File: src/rtl/wb_grf_pkg.sv
// Shared constants and WB payload type for the writeback stage and register file.
package wb_grf_pkg;

  localparam int unsigned XLEN          = 32;
  localparam int unsigned GRF_DEPTH     = 32;
  localparam int unsigned GRF_AW        = 5;
  localparam int unsigned INSTRET_W_DEF = 64;

  localparam logic [2:0] F3_LB  = 3'b000;
  localparam logic [2:0] F3_LH  = 3'b001;
  localparam logic [2:0] F3_LW  = 3'b010;
  localparam logic [2:0] F3_LBU = 3'b100;
  localparam logic [2:0] F3_LHU = 3'b101;

  typedef struct packed {
    logic              valid;
    logic              wen;
    logic [GRF_AW-1:0] addr;
    logic [XLEN-1:0]   data;
  } wb_reg_t;

endpackage

File: src/rtl/wb_grf_load_ext.sv
// Combinational load extraction: selects byte/half from an aligned word and extends it.
module wb_grf_load_ext
  import wb_grf_pkg::*;
(
  input  logic [2:0]      load_type_i,
  input  logic [1:0]      addr_low_i,
  input  logic [XLEN-1:0] word_i,
  output logic [XLEN-1:0] data_c_o
);

  logic [7:0]  byte_c;
  logic [15:0] half_c;

  always_comb begin
    byte_c   = word_i[7:0];
    half_c   = addr_low_i[1] ? word_i[31:16] : word_i[15:0];
    data_c_o = word_i;
    case (addr_low_i)
      2'd1:    byte_c = word_i[15:8];
      2'd2:    byte_c = word_i[23:16];
      2'd3:    byte_c = word_i[31:24];
      default: byte_c = word_i[7:0];
    endcase
    // Reserved funct3 codes fall through to the full word.
    case (load_type_i)
      F3_LB:   data_c_o = {{(XLEN-8){byte_c[7]}}, byte_c};
      F3_LBU:  data_c_o = {{(XLEN-8){1'b0}}, byte_c};
      F3_LH:   data_c_o = {{(XLEN-16){half_c[15]}}, half_c};
      F3_LHU:  data_c_o = {{(XLEN-16){1'b0}}, half_c};
      default: data_c_o = word_i;
    endcase
  end

endmodule

File: src/rtl/wb_grf.sv
// Writeback stage + 32x32 register file with two combinational read ports and retire counter.
// Optional WB->read-port write-through is enabled by defining WB_GRF_BYPASS_EN.
module wb_grf
  import wb_grf_pkg::*;
#(
  parameter int unsigned INSTRET_W = INSTRET_W_DEF
) (
  input  logic                 clk,
  input  logic                 rst_n,
  input  logic                 Stall_1,
  input  logic                 MEM_Valid_1,
  input  logic                 MEM_GRFWen_1,
  input  logic [GRF_AW-1:0]    MEM_GRFWriteAddr_5,
  input  logic [XLEN-1:0]      MEM_GRFWriteData_32,
  input  logic                 MEM_Load_1,
  input  logic [2:0]           MEM_LoadType_3,
  input  logic [1:0]           MEM_LoadAddrLow_2,
  input  logic [XLEN-1:0]      MEM_LoadWord_32,
  input  logic [GRF_AW-1:0]    GRFReadAddr1_5,
  input  logic [GRF_AW-1:0]    GRFReadAddr2_5,
  output logic [XLEN-1:0]      GRFReadData1_32,
  output logic [XLEN-1:0]      GRFReadData2_32,
  output logic                 WB_GRFWen_1,
  output logic [GRF_AW-1:0]    WB_GRFWriteAddr_5,
  output logic [XLEN-1:0]      WB_GRFWriteData_32,
  output logic [INSTRET_W-1:0] WB_InstRet_64
);

  logic [XLEN-1:0]      load_data_c;
  wb_reg_t              wb_d, wb_q;
  logic [INSTRET_W-1:0] instret_d, instret_q;
  logic [XLEN-1:0]      grf_q [GRF_DEPTH];
  logic                 commit_c;
  logic [XLEN-1:0]      rd1_c, rd2_c;

  wb_grf_load_ext u_load_ext (
    .load_type_i (MEM_LoadType_3),
    .addr_low_i  (MEM_LoadAddrLow_2),
    .word_i      (MEM_LoadWord_32),
    .data_c_o    (load_data_c)
  );

  // wen is stored pre-qualified (valid and rd != 0), so it alone gates commit.
  always_comb begin
    wb_d      = wb_q;
    instret_d = instret_q;
    commit_c  = 1'b0;
    if (!Stall_1) begin
      commit_c   = wb_q.wen;
      if (wb_q.valid) instret_d = instret_q + INSTRET_W'(1);
      wb_d.valid = MEM_Valid_1;
      wb_d.wen   = MEM_Valid_1 & MEM_GRFWen_1 & (MEM_GRFWriteAddr_5 != '0);
      wb_d.addr  = MEM_GRFWriteAddr_5;
      wb_d.data  = MEM_Load_1 ? load_data_c : MEM_GRFWriteData_32;
    end
  end

  always_ff @(posedge clk or negedge rst_n) begin
    if (!rst_n) begin
      wb_q      <= '0;
      instret_q <= '0;
    end else begin
      wb_q      <= wb_d;
      instret_q <= instret_d;
    end
  end

  always_ff @(posedge clk or negedge rst_n) begin
    if (!rst_n) begin
      for (int i = 0; i < GRF_DEPTH; i++) grf_q[i] <= '0;
    end else if (commit_c) begin
      grf_q[wb_q.addr] <= wb_q.data;
    end
  end

  // Read ports: optional WB write-through, x0 always reads zero.
  always_comb begin
    rd1_c = grf_q[GRFReadAddr1_5];
    rd2_c = grf_q[GRFReadAddr2_5];
`ifdef WB_GRF_BYPASS_EN
    if (wb_q.wen && (wb_q.addr == GRFReadAddr1_5)) rd1_c = wb_q.data;
    if (wb_q.wen && (wb_q.addr == GRFReadAddr2_5)) rd2_c = wb_q.data;
`else
    rd1_c = rd1_c;
    rd2_c = rd2_c;
`endif
    if (GRFReadAddr1_5 == '0) rd1_c = '0;
    if (GRFReadAddr2_5 == '0) rd2_c = '0;
  end

  assign GRFReadData1_32    = rd1_c;
  assign GRFReadData2_32    = rd2_c;
  assign WB_GRFWen_1        = wb_q.wen;
  assign WB_GRFWriteAddr_5  = wb_q.addr;
  assign WB_GRFWriteData_32 = wb_q.data;
  assign WB_InstRet_64      = instret_q;

endmodule

File: config.mk
export PLATFORM = sky130hd
export DESIGN_NAME = wb_grf
export DESIGN_NICKNAME = d
export VERILOG_FILES = /design/src/rtl/wb_grf_pkg.sv /design/src/rtl/wb_grf_load_ext.sv /design/src/rtl/wb_grf.sv
export SDC_FILE = /design/constraint.sdc
export NUM_CORES = 2
export LEC_CHECK = 0
export ABC_CLOCK_PERIOD_IN_PS = 2000
export BUFFER_PORTS_ARGS = -buffer_cell sky130_fd_sc_hd__clkbuf_2
export CAP_MARGIN = 10
export CELL_PAD_IN_SITES_DETAIL_PLACEMENT = 2
export CELL_PAD_IN_SITES_GLOBAL_PLACEMENT = 2
export CORE_ASPECT_RATIO = 1.2
export CORE_MARGIN = 4
export CORE_UTILIZATION = 30
export CTS_BUF_LIST = sky130_fd_sc_hd__clkbuf_16
export DETAILED_ROUTE_END_ITERATION = 6
export PLACE_DENSITY = 0.7
export SLEW_MARGIN = 20
export SYNTH_ARGS = -nofsm -noshare
export SYNTH_HDL_FRONTEND = slang
export SYNTH_SLANG_ARGS = --single-unit
File: constraint.sdc
create_clock -name clk -period 2 [get_ports clk]
set_input_delay 0.1 -clock clk [delete_from_list [all_inputs] [get_ports clk]]
set_output_delay 0.1 -clock clk [all_outputs]
set_load 0.02 [all_outputs]
# == After elaboration in Yosys (flattened, before gate mapping) ==
# Index checks and enable logic that the tools add are counted.
# op_classes
addsub,1
order_cmp,4
n_eq_ne,6
muxes,16
n_bitwise,6
n_reduce_logical,6
# ops
op,n
1024-bit bitwise mux,1
32-bit binary-select mux with 5-bit select,2
32-bit two-way mux,8
32-bit demux with 5-bit select,1
32-bit one-hot mux with 4 select lines,1
64-bit by 1-bit adder with 64-bit output (second input constant),1
8-bit one-hot mux with 3 select lines,1
6-bit greater-or-equal comparator (second input constant),3
5-bit NOT with 6-bit output,3
16-bit two-way mux,1
5-bit zero test,2
3-bit equality test (second input constant),2
6-bit by 1-bit < comparator with 1-bit output (second input constant),1
5-bit nonzero test,1
2-bit equality test (second input constant),2
3-bit by 1-bit equality test with 1-bit output (second input constant),1
3-bit zero test,1
1-bit AND,2
2-bit by 1-bit equality test with 1-bit output (second input constant),1
2-bit AND reduction,1
1-bit logical AND,1
1-bit two-way mux,1
1-bit NOT,1
# totals
regBits,1127
in_bits,90
output_inout_bits,166

# == Depth between registers and ports, before layout ==
# depth
depth_word,6
mapped_depth,9

# == Modules after synthesis ==
# Synthesis repeated with hierarchy kept, for this count alone.
# hier_totals
hier_cells,4155
hier_area_um2,58999.1
# by_module_without_submodules
module,instances,cells_each,area_each_um2
wb_grf,1,4044,58330.9
wb_grf_load_ext,1,111,668.1

# == Worst setup path after synthesis ==
# No wires, ideal clock.
# synth_path
path_type,input-to-output
start,in GRFReadAddr2_5[1]
end,out GRFReadData2_32[14]
arrival_time_ps,2390
required_ps,1900
setup_slack_ps,-490
path_stages,8
n_path_buf,4
path_cell_list,buf_2 -> buf_4 -> buf_2 -> buf_2 -> mux2i_1 -> a22oi_1 -> a21oi_1 -> a2111oi_0
# synth_between
elab_chain_len,5
word_cells_on_any_way,6
classes_between,4 x mux; 1 x bitwise; 1 x reduce/logical
# synth_lines
element,line_no,source
from (decl),wb_grf.sv:20,"input logic [GRF_AW-1:0] GRFReadAddr2_5,"
5-bit NOT with 6-bit output (not written as such),wb_grf.sv:79,rd2_c = grf_q[GRFReadAddr2_5];
32-bit binary-select mux with 5-bit select,wb_grf.sv:79,
32-bit two-way mux (not written as such) (2 in series),wb_grf.sv:79,
32-bit two-way mux *,wb_grf.sv:88,if (GRFReadAddr2_5 == '0) rd2_c = '0;
to (decl),wb_grf.sv:22,"output logic [XLEN-1:0] GRFReadData2_32,"
# Mark *: on every way between the ends. The rest lies on a longest branch, timed or not. The select of a mux whose other input is x is not followed.

# == Final worst setup path ==
# layout_path
start,reg grf_q[523] (netlist name)
end,out GRFReadData1_32[11]
# layout_between
elab_chain_len,4
# layout_lines
element,line_no,source
from (decl),wb_grf.sv:32,logic [XLEN-1:0] grf_q [GRF_DEPTH];
"from (signal, indexed assignment)",wb_grf.sv:72,grf_q[wb_q.addr] <= wb_q.data;
32-bit binary-select mux with 5-bit select,wb_grf.sv:78,rd1_c = grf_q[GRFReadAddr1_5];
32-bit two-way mux (not written as such) (2 in series),wb_grf.sv:78,
32-bit two-way mux,wb_grf.sv:87,if (GRFReadAddr1_5 == '0) rd1_c = '0;
to (decl),wb_grf.sv:21,"output logic [XLEN-1:0] GRFReadData1_32,"
# Every way passes these cells. The select of a mux whose other input is x is not followed.

==> impl_metrics.env <==
export IMPL_gpl_final_weighted_congestion=0.859
export IMPL_synth_seq_area_share=0.469
export IMPL_synth_top_cells_by_area="sky130_fd_sc_hd__dfrtp_1, sky130_fd_sc_hd__mux2_2, sky130_fd_sc_hd__mux4_2"
export IMPL_finalHoldViolCount=0
export IMPL_remaining_drc_errors=0
export IMPL_cts_root_to_sink_buffers=3
export IMPL_detail_route_wirelength_um=294000
export IMPL_die_area_sq_um=206000
export IMPL_dp_hpwl_um=172000
export IMPL_place_detailed_instances=7434
export IMPL_netlist_area_sq_um=59600
export IMPL_yosysWarningCount=0
export IMPL_cell_area_after_layout_sq_um=78500
export IMPL_post_synth_cell_area_avg_sq_um=13.7
export IMPL_critical_path_startpoint_type="flop"
export IMPL_timing_rr_start="WB_InstRet_64[1]"
export IMPL_critical_path_startpoint="grf_q[523]"
export IMPL_postSynthRegisterBits=1116
export IMPL_synth_top_flop_cell="sky130_fd_sc_hd__dfrtp_1"
export IMPL_worstHoldStart="MEM_Load_1"
export IMPL_final_cell_count_no_fill=7870
export IMPL_cts_inserted_buffers=114
export IMPL_antenna_found_initial=6
export IMPL_clock_fmax_mhz=340
export IMPL_final_setup_tns_ns=-52.14
export IMPL_clock_tree_from_tritoncts="done"
export IMPL_synth_fp_nets=4455
export IMPL_htreeDepth=3
export IMPL_floorplan_initialDensity=0.303
export IMPL_hp_class="in -> reg"
export IMPL_clock_tree_root_cell="sky130_fd_sc_hd__clkbuf_16"
export IMPL_worst_pin_slew_ns=1.01
export IMPL_tritoncts_num_sinks=1116
export IMPL_post_route_min_period_ns=2.94
export IMPL_synthToLayoutAreaGrowth_pct=31.8
export IMPL_standard_cell_row_count=178
export IMPL_nets=5251
export IMPL_overflow=0
export IMPL_worstPathArrival_ns=2.84
export IMPL_timing_clock_skew_ns=0.0431
export IMPL_synth_largest_area_cell="sky130_fd_sc_hd__dfrtp_1"
export IMPL_crit_required_ns=1.90
export IMPL_layout_filler_cells=19200
export IMPL_grt_pass1_vias=51400
export IMPL_synth_async_reset_ratio=1.00
export IMPL_wl_per_cell_um=37.3
export IMPL_fin_worst_hold_slack_ns=0.0357
export IMPL_core_area_sq_um=197000
export IMPL_post_layout_util=0.399
export IMPL_largest_net_degree_at_the_start_of_global_routing=118
export IMPL_placement_setup_worst_slack_ns=-0.479
export IMPL_max_slew_headroom=0.326
export IMPL_outcome="finished with violations"
export IMPL_wire_length_of_the_first_global_routing_pass_um=385000
export IMPL_r2r_setup_slack_ns=-0.17
export IMPL_final_antenna_net_count=0
export IMPL_syn_inst=4364
export IMPL_vias_per_cell=5.91
export IMPL_violations="setup timing"
export IMPL_p_leak_nw=35.9
export IMPL_grtUsageTotal=0.252
export IMPL_ios=256
export IMPL_layout_cell_share_with_drive_strength_beyond_1=0.581
export IMPL_via_count=46500
export IMPL_worst_setup_hold_path_clk_slew_ns=0.07
export IMPL_clkLatencyLatePin_ns=0.81
export IMPL_synthDominantCellAreaShare=0.469
export IMPL_synth_edf_count=0
export IMPL_die_y_um=496
export IMPL_worst_setup_path_type="reg -> out"
export IMPL_timing_final_max_slew_violations=0
export IMPL_port_buffers=255
export IMPL_post_route_period_util=1.47
export IMPL_die_width_um=415
export IMPL_crit_path_end_kind="primary output"
export IMPL_max_cap_violations=0
export IMPL_peakVddDrop_v=0.000767
export IMPL_least_setup_slack_across_all_paths_after_layout_ns=-0.944
export IMPL_rsz0062_at_grt="yes"
export IMPL_overall_power_consumption_mw=65.0
export IMPL_finalSetupViolations=490
export IMPL_path_max_fanout=2
export IMPL_yosysUniqueCellTypes=54
export IMPL_placed_inst_area_sq_um=69800
export IMPL_powerDensity_nw_per_um2=828
export IMPL_dr_pass1_iters=7
export IMPL_drt_initial_violations=4160
## kinds of logic after synthesis
logic type,synth area share
fa+ha+maj,0.000210
simple gates,0.0364
mux,0.393
xor+xnor,0.00926
buf+inv,0.0353
compound gates,0.0570
flops,0.469
## what timing repair did
action | in CTS | in global routing
setup endpoints to repair | 807 | 483
pin swaps | 81 | 91
resized for setup | 386 | 291
endpoints found under the hold margin | 1156 | 0
hold buffers | 74 | 0
buffers inserted | 110 | 66
cloned | 6 | 10
## final timing paths
check / cells past startpoint / endpoint
min in group asynchronous: 3 / WB_InstRet_64[42]
max in group asynchronous: 3 / grf_q[778]
hold reg to reg: 1 / WB_InstRet_64[63]
setup reg to reg: 7 / WB_InstRet_64[39]
hold / removal: 4 / WB_GRFWriteData_32[28]
setup / recovery: 6 / GRFReadData1_32[11]
## cell type report
cell class	count	area [sq um]	area share
Sequential cell	1116	28000	0.356
Clock inverter	94	702	0.00894
Antenna cell	7	17.5	0.000223
Timing Repair Buffer	1142	11400	0.145
Tap cell	2610	3270	0.0416
Clock buffer	115	2880	0.0366
Multi-Input combinational cell	2766	32200	0.410
Inverter	20	78.8	0.00100
## state kept, by name, indices dropped and copies added (netlist names)
signal	cells
WB_GRFWen_1	1
WB_GRFWriteAddr_5	5
grf_q	1013
wb_q	1
WB_InstRet_64	64
WB_GRFWriteData_32	32
## worst max-delay path: stages, from the launching register on
cell                      delay, ns
sky130_fd_sc_hd__dfrtp_1       0.46
sky130_fd_sc_hd__mux4_2        0.65
sky130_fd_sc_hd__mux2_4        0.34
sky130_fd_sc_hd__o21ai_4       0.19
sky130_fd_sc_hd__a31oi_1       0.07
sky130_fd_sc_hd__buf_4         0.20
sky130_fd_sc_hd__buf_8         0.13
## cells in the final DEF, fill, tap and decap left out, drive strengths merged, types with 9 or more instances in the layout
cell type,instances
buf,846
o221a,23
o211a,13
a21oi,108
nand3,40
nand2b,28
o211ai,21
nand2,142
clkinv,51
a22o,16
a31oi,23
o22ai,61
nand4,15
xnor2,32
dfrtp,1116
mux4,359
o21ai,77
mux2,1115
clkbuf,337
a2111oi,23
nor2,88
dlygate4sd3,73
bufinv,9
nor4,11
inv,47
mux2i,280
nor3,52
a211oi,28
a22oi,101
xor2,31
nor2b,31
## power breakdown
group,internal [mW],switching (mW)
clock,11.6,10.3
combinational,7.46,7.76
sequential,25.3,2.62
total,44.3,20.7
## cell usage after synthesis, types with 46 or more instances
cell type and count:
sky130_fd_sc_hd__a21oi_1 108, sky130_fd_sc_hd__clkbuf_1 252, sky130_fd_sc_hd__dfrtp_1 1116, sky130_fd_sc_hd__mux4_2 359, sky130_fd_sc_hd__buf_4 46, sky130_fd_sc_hd__mux2i_1 280, sky130_fd_sc_hd__nor2_1 85, sky130_fd_sc_hd__buf_1 73
sky130_fd_sc_hd__buf_2 90, sky130_fd_sc_hd__nand2_1 142, sky130_fd_sc_hd__o21ai_0 77, sky130_fd_sc_hd__o22ai_1 61, sky130_fd_sc_hd__nor3_1 48, sky130_fd_sc_hd__mux2_2 1115, sky130_fd_sc_hd__a22oi_1 101
## per-layer routing
| layer | vias to the layer above | share of wire | track usage | wire length (um) |
|---|---|---|---|---|
| li1 | 18100 | - | - | - |
| met1 | 25200 | 0.36 | 0.294 | 107000 |
| met2 | 2193 | 0.49 | 0.437 | 143000 |
| met3 | 993 | 0.065 | 0.0411 | 19100 |
| met4 | 2 | 0.084 | 0.154 | 24600 |
| met5 | - | 0.000037 | 0 | 11 |
(Power assumes the default switching activity.)
